**src/rtl/lib_pow2_seq_if.sv**
```systemverilog
// Handshake bundle for lib_pow2_seq: vector input side and one-hot output side.
// The design drives the slave side; the producer/consumer drives the master side.
interface lib_pow2_seq_if #(
    parameter int WIDTH = 8
);
    localparam int IW = $clog2(WIDTH);

    logic             in_vld;
    logic             in_rdy;
    logic [WIDTH-1:0] in_vect;
    logic [WIDTH-1:0] in_mask;
    logic             out_vld;
    logic             out_rdy;
    logic [WIDTH-1:0] out_onehot;
    logic [IW-1:0]    out_idx;
    logic             out_last;
    logic             zero_o;

    modport slave (
        input  in_vld, in_vect, in_mask, out_rdy,
        output in_rdy, out_vld, out_onehot, out_idx, out_last, zero_o
    );

    modport master (
        output in_vld, in_vect, in_mask, out_rdy,
        input  in_rdy, out_vld, out_onehot, out_idx, out_last, zero_o
    );
endinterface

```
**src/rtl/lib_pow2_seq.sv**
```systemverilog
// Decomposes an accepted vector (minus its bypass mask) into a sequence of one-hot
// words, one per consumer handshake, lowest- or highest-bit first.
module lib_pow2_seq #(
    parameter int LSB_MSB = 0,
    parameter int WIDTH   = 8
) (
    input  logic           clk,
    input  logic           rst,
    lib_pow2_seq_if.slave  bus
);
    localparam int IW = $clog2(WIDTH);

    typedef enum logic [0:0] {
        ST_IDLE  = 1'b0,
        ST_ISSUE = 1'b1
    } state_t;

    state_t           state_r, state_nx_s;
    logic [WIDTH-1:0] rem_r, rem_nx_s;
    logic [WIDTH-1:0] onehot_r, onehot_nx_s;
    logic [IW-1:0]    idx_r, idx_nx_s;
    logic             last_r, last_nx_s;
    logic             zero_r, zero_nx_s;
    logic             out_vld_s, in_rdy_s, accept_s, hs_s;
    logic [WIDTH-1:0] load_s;

    function automatic logic [WIDTH-1:0] pick_first(input logic [WIDTH-1:0] v);
        logic [WIDTH-1:0] r;
        logic             found;
        int               j;
        r     = '0;
        found = 1'b0;
        for (int i = 0; i < WIDTH; i++) begin
            j = (LSB_MSB != 0) ? (WIDTH - 1 - i) : i;
            if (v[j] && !found) begin
                r[j]  = 1'b1;
                found = 1'b1;
            end
        end
        return r;
    endfunction

    function automatic logic [IW-1:0] onehot_idx(input logic [WIDTH-1:0] v);
        logic [IW-1:0] r;
        r = '0;
        for (int i = 0; i < WIDTH; i++) begin
            r = r | (v[i] ? IW'(i) : {IW{1'b0}});
        end
        return r;
    endfunction

    function automatic logic is_single(input logic [WIDTH-1:0] v);
        return (v != '0) && ((v & (v - WIDTH'(1))) == '0);
    endfunction

    // Outputs are forced quiet during reset so nothing can be handshaken in that cycle.
    assign out_vld_s = (state_r == ST_ISSUE) && !rst;
    assign in_rdy_s  = !rst && ((state_r == ST_IDLE) || (out_vld_s && bus.out_rdy && last_r));
    assign accept_s  = bus.in_vld && in_rdy_s;
    assign hs_s      = out_vld_s && bus.out_rdy;
    assign load_s    = bus.in_vect & ~bus.in_mask;

    // Next-state and next-word computation; the word registers track the next remainder.
    always_comb begin
        state_nx_s = state_r;
        rem_nx_s   = rem_r;
        zero_nx_s  = 1'b0;
        case (state_r)
            ST_IDLE: begin
                if (accept_s) begin
                    rem_nx_s   = load_s;
                    state_nx_s = (load_s != '0) ? ST_ISSUE : ST_IDLE;
                    zero_nx_s  = (load_s == '0);
                end else begin
                    rem_nx_s = rem_r;
                end
            end
            ST_ISSUE: begin
                if (hs_s && !last_r) begin
                    rem_nx_s = rem_r ^ onehot_r;
                end else if (hs_s && accept_s) begin
                    rem_nx_s   = load_s;
                    state_nx_s = (load_s != '0) ? ST_ISSUE : ST_IDLE;
                    zero_nx_s  = (load_s == '0);
                end else if (hs_s) begin
                    rem_nx_s   = '0;
                    state_nx_s = ST_IDLE;
                end else begin
                    rem_nx_s = rem_r;
                end
            end
            default: begin
                rem_nx_s   = '0;
                state_nx_s = ST_IDLE;
            end
        endcase
        if (state_nx_s == ST_ISSUE) begin
            onehot_nx_s = pick_first(rem_nx_s);
            last_nx_s   = is_single(rem_nx_s);
        end else begin
            onehot_nx_s = '0;
            last_nx_s   = 1'b0;
        end
        idx_nx_s = onehot_idx(onehot_nx_s);
    end

    // State, remainder and registered output word.
    always_ff @(posedge clk) begin
        if (rst) begin
            state_r  <= ST_IDLE;
            rem_r    <= '0;
            onehot_r <= '0;
            idx_r    <= '0;
            last_r   <= 1'b0;
            zero_r   <= 1'b0;
        end else begin
            state_r  <= state_nx_s;
            rem_r    <= rem_nx_s;
            onehot_r <= onehot_nx_s;
            idx_r    <= idx_nx_s;
            last_r   <= last_nx_s;
            zero_r   <= zero_nx_s;
        end
    end

    assign bus.out_vld    = out_vld_s;
    assign bus.in_rdy     = in_rdy_s;
    assign bus.out_onehot = rst ? '0 : onehot_r;
    assign bus.out_idx    = rst ? '0 : idx_r;
    assign bus.out_last   = rst ? 1'b0 : last_r;
    assign bus.zero_o     = rst ? 1'b0 : zero_r;
endmodule

```
**src/flat_wrapper.sv**
```systemverilog
// flat-port wrapper written by rule: the top's interface ports become plain ports
module lib_pow2_seq_flat 
#(
    parameter int LSB_MSB = 0,
    parameter int WIDTH   = 8
)
  (clk, rst, bus_in_vld, bus_in_vect, bus_in_mask, bus_out_rdy, bus_in_rdy, bus_out_vld, bus_out_onehot, bus_out_idx, bus_out_last, bus_zero_o);
  lib_pow2_seq_if #(.WIDTH(WIDTH)) bus_i ();
  input  logic clk;
  input  logic rst;
  input wire logic [$bits(bus_i.in_vld)-1:0] bus_in_vld;
  input wire logic [$bits(bus_i.in_vect)-1:0] bus_in_vect;
  input wire logic [$bits(bus_i.in_mask)-1:0] bus_in_mask;
  input wire logic [$bits(bus_i.out_rdy)-1:0] bus_out_rdy;
  output wire logic [$bits(bus_i.in_rdy)-1:0] bus_in_rdy;
  output wire logic [$bits(bus_i.out_vld)-1:0] bus_out_vld;
  output wire logic [$bits(bus_i.out_onehot)-1:0] bus_out_onehot;
  output wire logic [$bits(bus_i.out_idx)-1:0] bus_out_idx;
  output wire logic [$bits(bus_i.out_last)-1:0] bus_out_last;
  output wire logic [$bits(bus_i.zero_o)-1:0] bus_zero_o;
  assign bus_i.in_vld = bus_in_vld;
  assign bus_i.in_vect = bus_in_vect;
  assign bus_i.in_mask = bus_in_mask;
  assign bus_i.out_rdy = bus_out_rdy;
  assign bus_in_rdy = bus_i.in_rdy;
  assign bus_out_vld = bus_i.out_vld;
  assign bus_out_onehot = bus_i.out_onehot;
  assign bus_out_idx = bus_i.out_idx;
  assign bus_out_last = bus_i.out_last;
  assign bus_zero_o = bus_i.zero_o;
  lib_pow2_seq #(.LSB_MSB(LSB_MSB), .WIDTH(WIDTH)) u_core (.clk(clk), .rst(rst), .bus(bus_i));
endmodule
```
**config.mk**
```make
export PLATFORM = sky130hd
export DESIGN_NAME = lib_pow2_seq_flat
export DESIGN_NICKNAME = d
export VERILOG_FILES = /design/src/rtl/lib_pow2_seq_if.sv /design/src/rtl/lib_pow2_seq.sv /design/src/flat_wrapper.sv
export SDC_FILE = /design/constraint.sdc
export NUM_CORES = 1
export LEC_CHECK = 0
export CAP_MARGIN = 20
export CORE_UTILIZATION = 43
export DETAILED_ROUTE_END_ITERATION = 12
export GPL_ROUTABILITY_DRIVEN = 0
export GPL_TIMING_DRIVEN = 0
export PLACE_DENSITY = 0.72
export SYNTH_ARGS = -nofsm -noshare
export SYNTH_HDL_FRONTEND = slang
export SYNTH_SLANG_ARGS = --single-unit
```
**constraint.sdc**
```tcl
create_clock -name clk -period 2.36 [get_ports clk]
set_input_delay 0.236 -clock clk [delete_from_list [all_inputs] [get_ports clk]]
set_output_delay 0.236 -clock clk [all_outputs]
set_load 0.01 [all_outputs]
```
Word level (Yosys, flattened, before mapping)
Index checks and enable logic that the tools add are counted.

Register bits after elaboration: 22. Bits in latches: 0. Memory bits (writable): 0. Bits in read-only memories: 0. Bits of input ports: 20. Output and inout bits: 15. Memories: 0.

Add/sub/neg operators: 1. Multipliers: 0. Div/mod/pow operators: 0. $lt $le $gt $ge: 0. Equality and inequality tests: 0. Shifts and indexed selects: 0. Mux-type cells: 48. Bitwise gates (word level): 12. Reduce and logical (&&, ||, !) cells: 30.

Operators by type and width (count): $mux 8 (6); $mux 1 (32); $or 3x3->3 (6); $and 8x8->8 (2); $logic_not 8->1 (2); $pmux 8 s2 (1); $reduce_bool 8->1 (2); $logic_and 1x1->1 (15); $mux 3 (5); $logic_not 1->1 (9); $not 8->8 (1); $sub 8x1->8 const B (1); $xor 8x8->8 (1); $mux 2 (2); $pmux 1 s2 (2); $not 1->1 (2); $reduce_or 2->1 (1); $logic_or 1x1->1 (1).

Logic depth before layout (Yosys ltp)
Word-level depth: 48. Mapped depth: 8. Gate-level depth less buffers: 7.

Least setup slack after synthesis
Ideal clock, no wire load.

Path kind: reg2reg. From: reg u_core.last_r. To: reg u_core.last_r. Library setup time: 74 ps. Arrival: 1953 ps. Setup slack: 333 ps. Cell stages (with the launch flop): 9. Path buffers: 1. Cell sequence: dfxtp_1 > and4b_1 > buf_6 > a221o_1 > o22ai_2 > and2_4 > nand4_2 > or3_1 > a31oi_1.

Cells in the longest elaborated chain, start to end: 12.

Ends and longest elaborated chain: start, declared (line lib_pow2_seq.sv:22) `logic last_r, last_nx_s;`; start signal, assigned (line lib_pow2_seq.sv:121) `last_r <= last_nx_s;`; $logic_and 1x1->1 (line lib_pow2_seq.sv:58) `assign in_rdy_s = !rst && ((state_r == ST_IDLE) || (out_vld_s && bus.out_rdy && last_r));`; $logic_or 1x1->1 (line lib_pow2_seq.sv:58); $logic_and 1x1->1 (line lib_pow2_seq.sv:58); $logic_and 1x1->1 (line lib_pow2_seq.sv:59) `assign accept_s = bus.in_vld && in_rdy_s;`; $logic_and 1x1->1 (line lib_pow2_seq.sv:81) `end else if (hs_s && accept_s) begin`; $mux 8 (line lib_pow2_seq.sv:81); $mux 8 (line lib_pow2_seq.sv:79) `if (hs_s && !last_r) begin`; $pmux 8 s2 (line lib_pow2_seq.sv:68) `case (state_r)`; $sub 8x1->8 (line lib_pow2_seq.sv:53) `return (v != '0) && ((v & (v - WIDTH'(1))) == '0);`; $and 8x8->8 (line lib_pow2_seq.sv:53); $logic_not 8->1 (line lib_pow2_seq.sv:53); $logic_and 1x1->1 (line lib_pow2_seq.sv:53).

Several ways; a longest one is shown, not always the timed one. A chain may end at the register's enable or synchronous reset.

Worst setup path in the final report
From: in rst. To: reg u_core.last_r.

Cells in the longest elaborated chain, start to end: 15.

Ends and longest elaborated chain: start, declared (line flat_wrapper.sv:10) `input logic rst;`; $logic_not 1->1 (line lib_pow2_seq.sv:57, lib_pow2_seq.sv:58); $logic_and 1x1->1 (line lib_pow2_seq.sv:57) `assign out_vld_s = (state_r == ST_ISSUE) && !rst;`; $logic_and 1x1->1 (line lib_pow2_seq.sv:58, lib_pow2_seq.sv:60); $logic_and 1x1->1 (line lib_pow2_seq.sv:58); $logic_or 1x1->1 (line lib_pow2_seq.sv:58); $logic_and 1x1->1 (line lib_pow2_seq.sv:58); $logic_and 1x1->1 (line lib_pow2_seq.sv:59); $logic_and 1x1->1 (line lib_pow2_seq.sv:81); $mux 8 (line lib_pow2_seq.sv:81); $mux 8 (line lib_pow2_seq.sv:79); $pmux 8 s2 (line lib_pow2_seq.sv:68); $sub 8x1->8 (line lib_pow2_seq.sv:53); $and 8x8->8 (line lib_pow2_seq.sv:53); $logic_not 8->1 (line lib_pow2_seq.sv:53); $logic_and 1x1->1 (line lib_pow2_seq.sv:53).

Several ways; a longest one is shown, not always the timed one.

==> results.toml <==
[setup_path]
path_cells = "clkdlybuf4s50_1 -> buf_2 -> nor3b_2 -> nand3b_1 -> a32o_1 -> maj3_1 -> a22o_1 -> nand2_1 -> a31oi_1"
worst_setup_path_start_kind = "input port"
critPathRequiredTime_ns = 2.57
critPathLaunch = "rst"
worst_ep_arrival_time_ns = 2.52
r2r-start = "u_core.last_r$_SDFF_PP0_"
critical_path_peak_fanout = 10
criticalPathCategory = "input port to register"
crit_slowest_cell = "sky130_fd_sc_hd__nor3b_2"
worst_path_largest_cell_delay_ns = 0.47
critical_path.endpoint_type = "register"

[die]
width_of_the_chip_um = 57.4
die_height_um = 57.4
std_cell_rows = 19
pin_count = 35
core-area_um2 = 2830
initial_core_util = 0.467
die_area_um2 = 3300

[sta]
setup_viol = 0
clock-skew-final_ns = 0.00270
final_period_minus_worst_setup_slack_ns = 2.31
timing.max_slew.rel_slack = 0.657
finalHoldWorstSlack_ns = 0.467
timing_max_transition_violations_final = 0
post_layout_worst_setup_margin_ns = 0.0488
timing_worst_slew_pin_value_ns = 0.514
achievable-frequency_ghz = 0.433
fin_setup_tns_ns = 0
grt_setup_unrepaired = "yes"
hold_viol_final = 0
fin_crit_sh = 0.979

[logic_synthesis]
portion_of_the_post_synthesis_area_used_by_sequential_elements = 0.333
synth_top_cell_by_area = "sky130_fd_sc_hd__dfxtp_1"
synth.distinct_cells = 41
synthSimpleGateAreaFrac = 0.359
synth_compound_area_frac = 0.218
synth_xor_area_frac = 0
dominant_combinational_cell_family_by_area_after_synthesis = "simple AND/OR/NAND/NOR gates"
netlist.area_leader.share = 0.333
synth_most_common_cell = "sky130_fd_sc_hd__nor2_1"
yosys.area_share.adder = 0.00758
leading_register_cell_type_out_of_synthesis = "sky130_fd_sc_hd__dfxtp_1"
number_of_instances_in_the_synthesized_netlist = 168
syn-num-nets = 188
synth_area_leaders = "sky130_fd_sc_hd__dfxtp_1 (33%), sky130_fd_sc_hd__nor2b_1 (11%), sky130_fd_sc_hd__nor2_1 (8.0%)"
synth_common_cells = "sky130_fd_sc_hd__nor2_1 (28), sky130_fd_sc_hd__nor2b_1 (23), sky130_fd_sc_hd__dfxtp_1 (22)"
synth_mux_area_frac = 0.0398
ys_ff_latch = 22
syn_area_um2 = 1320
mean_area_per_synthesized_cell_um2 = 7.86
asyncSetResetFlopFracSynth = 0
synth-edff-count = 0
synth_warnings = 0

[clock_tree]
cts_hold_buffers = 0
clock_latency_ns = 0.31
cts_htree_levels = 1
tritoncts = "done"
cts_root_buffer = "sky130_fd_sc_hd__clkbuf_4"
ctsLongestPathBuffers = 2
tritoncts.num_buffers = 3
clk_pin_slew_ns = 0.13
clock_sink_count = 22

[cells_and_area]
n_fill_cell = 262
instances_no_fill = 246
design_area_um2 = 1860
drive_gt1_frac = 0.149
antenna_cells = 0
nNetsFinal = 236
area.growth.synth_to_final_pct = 41.1
final_core_utilization = 0.659

[routing]
detailed_route_via_count = 1449
detail_route.wl_per_cell_um = 15.7
viasPerCell = 5.89
detail_route.drc_violations = 3
final_antenna_net_count = 0
total_length_of_routed_wires_um = 3860
dr.first_iter.drc_count = 77
drt-pass1-iter-count = 8

[grt]
overall_routing_resource_usage = 0.237
antenna_found_initial = 0
gr-total-overflow = 0
largest_net_degree_at_the_start_of_global_routing = 14
grt_pass1_vias = 1314
grt_pass1_wl_um = 6000

[place]
detailed_place.area_um2 = 1700
io_buffer_count = 34
preCtsSetupSlack_ns = -0.519
dpl.cell_count = 233
place_hpwl_um = 2790

[pwr]
sw_frac_of_total = 0.295
design_power_total_mw = 1.03
p_sw_mw = 0.305
power.sequential.fraction = 0.405
power.density_cell_area_nw_per_um2 = 555
clock_power_share = 0.279
gate_power_share = 0.316
leakage_nw = 0.688
p_int_mw = 0.729
ir_worst_vdd_uv = 386

[worst_hold_path]
min_path_type = "input port to register"
hold_path.startpoint = "bus_out_rdy"

[run_status]
violations = "DRC"
status = "complete, but fails checks"

[run]
drv.max_cap_violation_count = 0
[critical path, delay by kind of cell]
family | cells | cell delay [ns]
adders and majority gates | 1 | 0.38
AOI/OAI and AO/OA | 3 | 0.56
and+or+nand+nor | 3 | 0.68
buffers and inverters | 2 | 0.67
[registers in the layout, indices dropped and copies added (netlist names)]
name             count
u_core.last_r        1
u_core.idx_r         3
u_core.rem_r         8
u_core.zero_r        1
u_core.onehot_r      8
u_core.state_r       1
[what timing repair did]
item | 4_1_cts | 5_1_grt
resized for setup | 7 | 8
setup buffers | 0 | 9
pin swaps | 0 | 4
setup endpoints to repair | 5 | 10
[layout make-up]
type / count / area, um^2 / area share
multi-input cells: 134 / 861 / 0.462
clock buffers: 3 / 22.5 / 0.0121
repair buffers: 43 / 410 / 0.220
clock inverters: 1 / 30.0 / 0.0161
inverters: 4 / 15.0 / 0.00805
plain buffers: 8 / 46.3 / 0.0248
well taps: 31 / 38.8 / 0.0208
flip-flops and latches: 22 / 440 / 0.236
[placed cells by master, fill, tap and decap left out, types with 3 or more instances in the layout]
master                             n
sky130_fd_sc_hd__buf_4            10
sky130_fd_sc_hd__clkbuf_4          3
sky130_fd_sc_hd__nand2b_1          6
sky130_fd_sc_hd__nand2_1           9
sky130_fd_sc_hd__nor2b_1          23
sky130_fd_sc_hd__dfxtp_1          22
sky130_fd_sc_hd__clkdlybuf4s50_1  33
sky130_fd_sc_hd__mux2i_1           3
sky130_fd_sc_hd__a31oi_1           4
sky130_fd_sc_hd__nand3_1           5
sky130_fd_sc_hd__nor2_1           28
sky130_fd_sc_hd__a21oi_1           7
sky130_fd_sc_hd__inv_1             4
sky130_fd_sc_hd__o21ai_0           9
sky130_fd_sc_hd__nand4bb_1         3
[power groups by stage]
stage          sequential [mW]  combinational, mW  clock [mW]
2_1_floorplan            0.418              0.182           0
3_3_place_gp             0.422              0.266           0
3_5_place_dp             0.424              0.277           0
4_1_cts                  0.417              0.292       0.294
5_1_grt                  0.421              0.353       0.307
6_report                 0.419              0.327       0.289
[metal layers]
metal  vias to the layer above  wire length [um]  global-route usage
met1                       702              1640               0.298
li1                        690                 -                   -
met3                         6               253              0.0295
met4                         0                38              0.0906
met2                        51              1930               0.412
met5                         -                 0                   0
[cell families (layout without fill, tap and decap cells)]
kind of cell / Yosys count / in the layout
simple gates: 87 / 87
compound gates: 41 / 41
mux: 5 / 5
fa+ha+maj: 1 / 1
flops: 22 / 22
buf+inv: 12 / 59
[path summary, 6_finish.rpt]
path,end,slack (ns),cells after the start
hold / removal,u_core.zero_r$_SDFF_PP0_,0.47,3
hold reg to reg,u_core.rem_r[2]$_SDFF_PP0_,0.73,2
setup / recovery,u_core.last_r$_SDFF_PP0_,0.05,9
setup reg to reg,u_core.onehot_r[7]$_SDFF_PP0_,0.12,8
No activity file was read; power rests on OpenSTA's default activity.
